===== src/rtl/ahb_lite_slave_regbank.sv =====
// ahb_lite_slave_regbank: AHB-Lite slave front end producing single-cycle register strobes.
// Optional feature macro AHB_SLV_ERR_EN: bad transfers get a two-cycle ERROR response.
module ahb_lite_slave_regbank #(
    parameter int ADDR_W      = 8,
    parameter int DATA_W      = 32,
    parameter int N_REGS      = 16,
    parameter int WAIT_STATES = 0
) (
    input  logic                      hclk,
    input  logic                      hreset,
    input  logic                      hsel,
    input  logic [31:0]               haddr,
    input  logic [1:0]                htrans,
    input  logic                      hwrite,
    input  logic [2:0]                hsize,
    input  logic [DATA_W-1:0]         hwdata,
    input  logic                      hready,
    output logic                      hreadyout,
    output logic [1:0]                hresp,
    output logic [DATA_W-1:0]         hrdata,
    output logic [$clog2(N_REGS)-1:0] reg_addr,
    output logic                      reg_we,
    output logic [DATA_W/8-1:0]       reg_be,
    output logic [DATA_W-1:0]         reg_wdata,
    output logic                      reg_re,
    input  logic [DATA_W-1:0]         reg_rdata
);
    localparam int BW = DATA_W / 8;
    localparam int OW = $clog2(BW);
    localparam int AW = $clog2(N_REGS);
`ifdef AHB_SLV_ERR_EN
    localparam bit ERR_EN = 1'b1;
`else
    localparam bit ERR_EN = 1'b0;
`endif

    typedef enum logic [2:0] {S_IDLE, S_WAIT, S_LAST, S_ERR1, S_ERR2} state_t;

    state_t        state_q, state_d;
    logic [3:0]    cnt_q, cnt_d;
    logic [AW-1:0] idx_q;
    logic [BW-1:0] be_q, mask;
    logic          write_q, bad_q;
    logic          accept, bad, last;
    logic [OW-1:0] off;
    logic [31:0]   widx;
    logic          unused;

    assign unused    = ^{haddr[31:ADDR_W], htrans[0]};
    assign accept    = hsel & htrans[1] & hready & hreadyout;
    assign reg_addr  = idx_q;
    assign reg_wdata = hwdata;

    // Address-phase decode: legality and the contiguous byte-lane mask
    always_comb begin
        off  = haddr[OW-1:0];
        widx = 32'(haddr[ADDR_W-1:OW]);
        bad  = (hsize > 3'(OW)) || (|(off & OW'((32'd1 << hsize) - 32'd1))) || (widx >= 32'(N_REGS));
        mask = '0;
        for (int b = 0; b < BW; b++)
            mask[b] = (b >= int'(off)) && (b < int'(off) + int'(32'd1 << hsize));
    end

    always_ff @(posedge hclk or posedge hreset) begin
        if (hreset) begin
            state_q <= S_IDLE;
            cnt_q   <= '0;
            idx_q   <= '0;
            be_q    <= '0;
            write_q <= 1'b0;
            bad_q   <= 1'b0;
        end else begin
            state_q <= state_d;
            cnt_q   <= cnt_d;
            if (accept) begin
                idx_q   <= haddr[OW +: AW];
                be_q    <= mask;
                write_q <= hwrite;
                bad_q   <= bad;
            end
        end
    end

    // IDLE, LAST and ERR2 all present hreadyout=1, so each takes a new transfer the same way
    always_comb begin
        state_d = S_IDLE;
        cnt_d   = '0;
        if (state_q == S_WAIT) begin
            state_d = (cnt_q == 4'd1) ? S_LAST : S_WAIT;
            cnt_d   = cnt_q - 4'd1;
        end else if (state_q == S_ERR1) begin
            state_d = S_ERR2;
        end else if (accept) begin
            state_d = (bad && ERR_EN) ? S_ERR1 : (WAIT_STATES > 0) ? S_WAIT : S_LAST;
            cnt_d   = (bad && ERR_EN) ? 4'd0 : 4'(WAIT_STATES);
        end
    end

    always_comb begin
        hreadyout = !(state_q inside {S_WAIT, S_ERR1});
        hresp     = (state_q inside {S_ERR1, S_ERR2}) ? 2'b01 : 2'b00;
        last      = (state_q == S_LAST) && !bad_q;
        reg_we    = last && write_q;
        reg_re    = last && !write_q;
        reg_be    = reg_we ? be_q : '0;
        hrdata    = reg_re ? reg_rdata : '0;
    end
endmodule

===== config.mk =====
export PLATFORM = sky130hd
export DESIGN_NAME = ahb_lite_slave_regbank
export DESIGN_NICKNAME = d
export VERILOG_FILES = /design/src/rtl/ahb_lite_slave_regbank.sv
export SDC_FILE = /design/constraint.sdc
export NUM_CORES = 1
export LEC_CHECK = 0
export BUFFER_PORTS_ARGS = -buffer_cell sky130_fd_sc_hd__buf_2
export CAP_MARGIN = 20
export CORE_MARGIN = 2
export CORE_UTILIZATION = 29
export CTS_CLUSTER_DIAMETER = 100
export DETAILED_ROUTE_END_ITERATION = 6
export HOLD_SLACK_MARGIN = 0.03
export MAX_ROUTING_LAYER = met4
export PLACE_DENSITY = 0.77
export SLEW_MARGIN = 25
export SYNTH_ARGS = -nofsm -noshare
export SYNTH_HDL_FRONTEND = slang
export SYNTH_SLANG_ARGS = --single-unit

===== constraint.sdc =====
create_clock -name hclk -period 1.3 [get_ports hclk]
set_input_delay 0.195 -clock hclk [delete_from_list [all_inputs] [get_ports hclk]]
set_output_delay 0.195 -clock hclk [all_outputs]
set_load 0.01 [all_outputs]

==> metrics.yaml, run 1 <==
status: "complete, but fails checks"
failed_checks: "negative setup slack"
finalSetupViolations: 56
crit_path_frequent_cell: "buf_6"
cts_max_level: 1
netlist_area_mm2: 0.00138
grt_pass1_vias: 1302
crit_fanout: 13
end_kind: "output pin"
min_path_type: "in2reg"
tns_ns: -19.80
crit_type: "reg2out"
grt_max_degree: 27
drt_iter0_markers: 17
hpwl_mm: 3.16
drt-wirelength-per-cell_um: 14.4
synth.distinct_cells: 32
peakVddDrop_mv: 0.362
fmax_mhz: 568
ys_seq_elements: 17
drc: 0
timing.rr.end: "reg_addr[3]$_DFFE_PP0P_"
r2r.worst_path.cells: 6
die_h_um: 73.0
register_area_um2: 427
syn_area_per_cell_um2: 9.03
switchingPower_mw: 0.352
min_path_cells: 2
min_from: "haddr[3]"
cpLargestDelayFamily: "flip-flops"
yosysSeqAreaShare: 0.308
fillers: 415
routabilityCongestion: 0.791
crit_start: "state_q[0]$_DFF_PP0_"
cts_made_buffers: 3
worst-path-buf-inv: 3
die_x_um: 73.0
numPortBuffers: 92
clkPwrFrac: 0.293
clk_latency_ns: 0.25
avgViaCountPerCell: 4.67
cp-endpoint: "hrdata[21]"
row_count: 25
ys_warn_count: 0
fin_skew_ns: 0.00533
sw_frac_of_total: 0.263
core_mm2: 0.00466
slowest_stage: "dfrtp_2"
most-common-layout-cells: "51 x buf_2, 47 x buf_6, 36 x and2_4, 16 x dfrtp_1, 15 x buf_4"
vias: 1365
drt_pass1_iterations: 4
cts_tree: "yes"
area_growth_pct: 75.2
dp_slack_ns: -0.396
worst_ep_arrival_time_ns: 1.57
r2r_start: "state_q[0]$_DFF_PP0_"
worstSetupStartpointType: "register"
grt_antenna_before_repair: 0
nets: 351
period_share: 1.35
boundaryPins: 183
maxSlewViolCount: 0
die_area_mm2: 0.00533
internal-power_mw: 0.985
clockBufferDepth: 2
synth_nets: 265
mostFrequentLayoutCell: "buf_2"
seq_power_share: 0.463
final_area_mm2: 0.00242
maxCapViolations: 0
rsz0062_at_grt: "true"
synth_cells: 153
drive_gt1_frac: 0.756
clock_sinks: 17
hold-worst-slack_ns: 0.177
cp_cell_sequence: "nor4_4 > buf_6 > clkbuf_16 > and2_4 > buf_6"
leakagePower_nw: 1.22
overflow: 0
diodes: 0
reg2reg_slack_ns: -0.30
cp.required_ns: 1.11
root_buffer: "clkbuf_8"
wl_mm: 4.20
total_power_mw: 1.34
multi_input_comb_area_um2: 855
post_dp_cell_area_mm2: 0.00191
powerDensity_mw_per_mm2: 552
grt_pass1_wl_mm: 5.80
min_period_ns: 1.76
grt_usage: 0.140
postRouteAntennaNets: 0
path_clk_slew_ns: 0.07
setup_slack_ns: -0.461
cp_slowest_stage_delay_ns: 0.45
cp_num_cells: 5
hold_viol_final: 0
initial_core_util: 0.296
power_frac_comb: 0.244
## cell usage after synthesis, drive strengths merged
master  instances  share of area
nor4bb          1         0.0072
a211oi          3          0.020
xnor2           2          0.013
ha              5          0.045
nand2           3         0.0082
o21ai           2         0.0072
inv             6          0.016
nand2b          2         0.0091
buf            35           0.19
a21oi           6          0.022
mux2            6          0.049
nand3           1         0.0036
o22ai           1         0.0045
clkbuf          2         0.0054
o41ai           1         0.0063
nor2            8          0.027
nor3b           1         0.0054
dfrtp          17           0.31
conb            1         0.0027
nor4            2          0.020
nor3            5          0.018
and2           36           0.16
fa              1          0.014
and2b           1         0.0054
nor4b           1          0.011
a21o            2          0.011
and3            2         0.0091
## state kept, by name, summed over array words and instances, names as in the netlist
| register | count |
|---|---|
| write_q | 1 |
| bad_q | 1 |
| reg_addr | 4 |
| cnt_q | 4 |
| state_q | 3 |
| be_q | 4 |
## worst min path at each step
stage	end	slack, ns
4_1_cts	reg_addr[1]$_DFFE_PP0P_	0.17
2_1_floorplan	bad_q$_DFFE_PP0P_	0.12
3_3_place_gp	reg_addr[0]$_DFFE_PP0P_	0.22
5_1_grt	reg_addr[1]$_DFFE_PP0P_	0.17
3_5_place_dp	reg_addr[3]$_DFFE_PP0P_	0.22
6_report	reg_addr[1]$_DFFE_PP0P_	0.18
## through the flow
stage,utilization,cells
after global routing,0.519,292
after floorplan,-,153
final,0.519,292
after global placement,0.410,277
after detailed placement,0.410,277
after CTS,0.484,286
## area by class of cell
class,instances,area share
Timing Repair Buffer,118,0.412
Multi-Input combinational cell,93,0.353
Inverter,6,0.0114
Clock buffer,3,0.0171
Sequential cell,17,0.176
Tap cell,54,0.0279
Clock inverter,1,0.00207
## cells by family (layout without fill, tap and decap cells)
family,after synthesis,in the layout,synth area share
AO/OA/AOI/OAI,15,15,0.0706
XOR/XNOR,2,2,0.0127
adder cells (fa/ha/maj),6,6,0.0598
buffers and inverters,43,128,0.210
flip-flops,17,17,0.308
multiplexers,6,6,0.0489
other,1,1,0.00271
AND/OR/NAND/NOR,63,63,0.287
## timing repair
item / CTS / global route
pin swaps: 9 / 8
setup endpoints to repair: 54 / 56
resized for setup: 47 / 20
hold endpoints to repair: 17 / 0
setup buffers: 4 / 4
cloned: 0 / 2
hold buffers: 1 / 0
## metal layers
| metal | vias up | track usage | wire [um] |
|---|---|---|---|
| li1 | 634 | - | - |
| met1 | 646 | 0.144 | 1460 |
| met2 | 85 | 0.261 | 2370 |
| met3 | 0 | 0.0456 | 376 |
| met4 | 0 | 0.0185 | 0 |
| met5 | - | - | 0 |
## power by group through the flow
stage	clock network (mW)	logic, mW	registers [mW]
2_1_floorplan	0	0.232	0.632
3_3_place_gp	0	0.287	0.624
3_5_place_dp	0	0.295	0.627
4_1_cts	0.401	0.314	0.619
5_1_grt	0.435	0.354	0.626
6_report	0.392	0.326	0.619
No activity file was read; power rests on OpenSTA's default activity.
==> run 2, diff against run 1 <==
==> constraint.sdc (replaced) <==
create_clock -name hclk -period 1.3 [get_ports hclk]
set_input_delay 0.26 -clock hclk [delete_from_list [all_inputs] [get_ports hclk]]
set_output_delay 0.26 -clock hclk [all_outputs]
set_load 0.01 [all_outputs]
==> metrics.yaml, run 2 (synthesized netlist as in run 1, its figures left out) <==
status: "complete, but fails checks"
failed_checks: "negative setup slack"
cp_cell_sequence: "nor4_4 > buf_6 > clkbuf_16 > and2_4 > buf_6"
period_share: 1.39  # +0.0323
clockBufferDepth: 2  # unchanged
core_mm2: 0.00466  # unchanged
rsz0062_at_grt: "true"
area_growth_pct: 76.8
hold-worst-slack_ns: 0.233  # +0.0562 ns
min_period_ns: 1.80  # +0.0420 ns
drt_iter0_markers: 27  # +10
register_area_um2: 427  # unchanged
cp_slowest_stage_delay_ns: 0.44  # about the same
powerDensity_mw_per_mm2: 559  # +1.1%
boundaryPins: 183  # unchanged
drt-wirelength-per-cell_um: 15.3  # +6.5%
numPortBuffers: 92  # unchanged
slowest_stage: "dfrtp_2"
drc: 0  # unchanged
cts_tree: "yes"
grt_usage: 0.154  # +0.0143
root_buffer: "clkbuf_8"
wl_mm: 4.47  # +6.5%
maxCapViolations: 0  # unchanged
clk_latency_ns: 0.25  # about the same
worstSetupStartpointType: "register"
vias: 1365  # unchanged
drive_gt1_frac: 0.786  # +0.0294
crit_start: "state_q[0]$_DFF_PP0_"
clock_sinks: 17  # unchanged
reg2reg_slack_ns: -0.16  # +0.14 ns
routabilityCongestion: 0.861  # +8.8%
die_x_um: 73.0  # unchanged
setup_slack_ns: -0.503  # -0.0420 ns
worst-path-buf-inv: 3  # unchanged
fillers: 391  # -5.8%
initial_core_util: 0.296  # unchanged
fmax_mhz: 555  # -2.3%
finalSetupViolations: 49  # -13%
path_clk_slew_ns: 0.07  # about the same
timing.rr.end: "reg_addr[3]$_DFFE_PP0P_"
post_dp_cell_area_mm2: 0.00191  # -0.26%
cp-endpoint: "hrdata[24]"
hold_viol_final: 0  # unchanged
row_count: 25  # unchanged
most-common-layout-cells: "53 x buf_2, 43 x buf_6, 35 x and2_4, 16 x dfrtp_1, 15 x buf_4"
tns_ns: -19.69  # +0.114 ns
cpLargestDelayFamily: "flip-flops"
drt_pass1_iterations: 4  # unchanged
r2r_start: "state_q[2]$_DFF_PP0_"
end_kind: "output pin"
min_path_type: "in2reg"
crit_path_frequent_cell: "buf_6"
cp_num_cells: 5  # unchanged
leakagePower_nw: 1.22  # +0.50%
grt_pass1_vias: 1310  # +0.61%
avgViaCountPerCell: 4.67  # unchanged
maxSlewViolCount: 0  # unchanged
diodes: 0  # unchanged
die_area_mm2: 0.00533  # unchanged
crit_fanout: 16  # +3
hpwl_mm: 3.22  # +1.8%
cts_made_buffers: 3  # unchanged
nets: 351  # unchanged
postRouteAntennaNets: 0  # unchanged
final_area_mm2: 0.00244  # +0.93%
r2r.worst_path.cells: 6  # unchanged
die_h_um: 73.0  # unchanged
overflow: 0  # unchanged
grt_max_degree: 34  # +26%
peakVddDrop_mv: 0.524  # +45%
grt_antenna_before_repair: 0  # unchanged
cts_max_level: 1  # unchanged
fin_skew_ns: 0.00471  # -0.000623 ns
mostFrequentLayoutCell: "buf_2"
crit_type: "reg2out"
grt_pass1_wl_mm: 6.13  # +5.8%
cp.required_ns: 1.04  # -0.07 ns
worst_ep_arrival_time_ns: 1.54  # -0.03 ns
multi_input_comb_area_um2: 885  # +3.5%
## run 2: cell type report
class,count,share of cell area
sequential,17,0.175
timing repair buffer,118,0.406
multi-input combinational,93,0.362
tap,54,0.0277
inverter,6,0.0102
clock inverter,1,0.00205
clock buffer,3,0.0169
## run 2: per-layer routing
layer  part of all wire  global-route usage  vias to the layer above
met5                  0                   -                        -
met4             0.0089              0.0350                        0
met1               0.36               0.163                      641
met2               0.56               0.285                       85
li1                   -                   -                      635
met3              0.074              0.0373                        4
## run 2: where the power goes
group          internal [mW]  switching, mW  total [mW]
registers              0.582         0.0375       0.620
clock network          0.213          0.182       0.395
logic                  0.210          0.140       0.349
## run 2: timing repair
action                                  in CTS  in global routing
resized for setup                           47                 25
gates cloned                                 0                  2
setup buffers                                7                  3
pin swaps                                   16                  7
hold buffers                                 1                  0
endpoints found under the setup margin      55                 56
hold endpoints to repair                    17                  0
## run 2: worst min path at each step
stage                  start                      end  slack, ns  cells past startpoint
floorplan             hreset        bad_q$_DFFE_PP0P_       0.19                      1
global placement      hreset  reg_addr[0]$_DFFE_PP0P_       0.28                      3
detailed placement    hreset  reg_addr[0]$_DFFE_PP0P_       0.29                      3
CTS                 haddr[3]  reg_addr[1]$_DFFE_PP0P_       0.23                      2
global route        haddr[3]  reg_addr[1]$_DFFE_PP0P_       0.22                      2
finish              haddr[3]  reg_addr[1]$_DFFE_PP0P_       0.23                      2
## run 2: stage by stage
step	utilization	power (mW)	setup slack, ns	cells
after floorplan	-	0.865	-0.205	153
after global placement	0.409	0.921	-0.371	277
after detailed placement	0.409	0.927	-0.449	277
after CTS	0.485	1.36	-0.513	288
after global routing	0.524	1.45	-0.598	292
final	0.524	1.36	-0.503	292
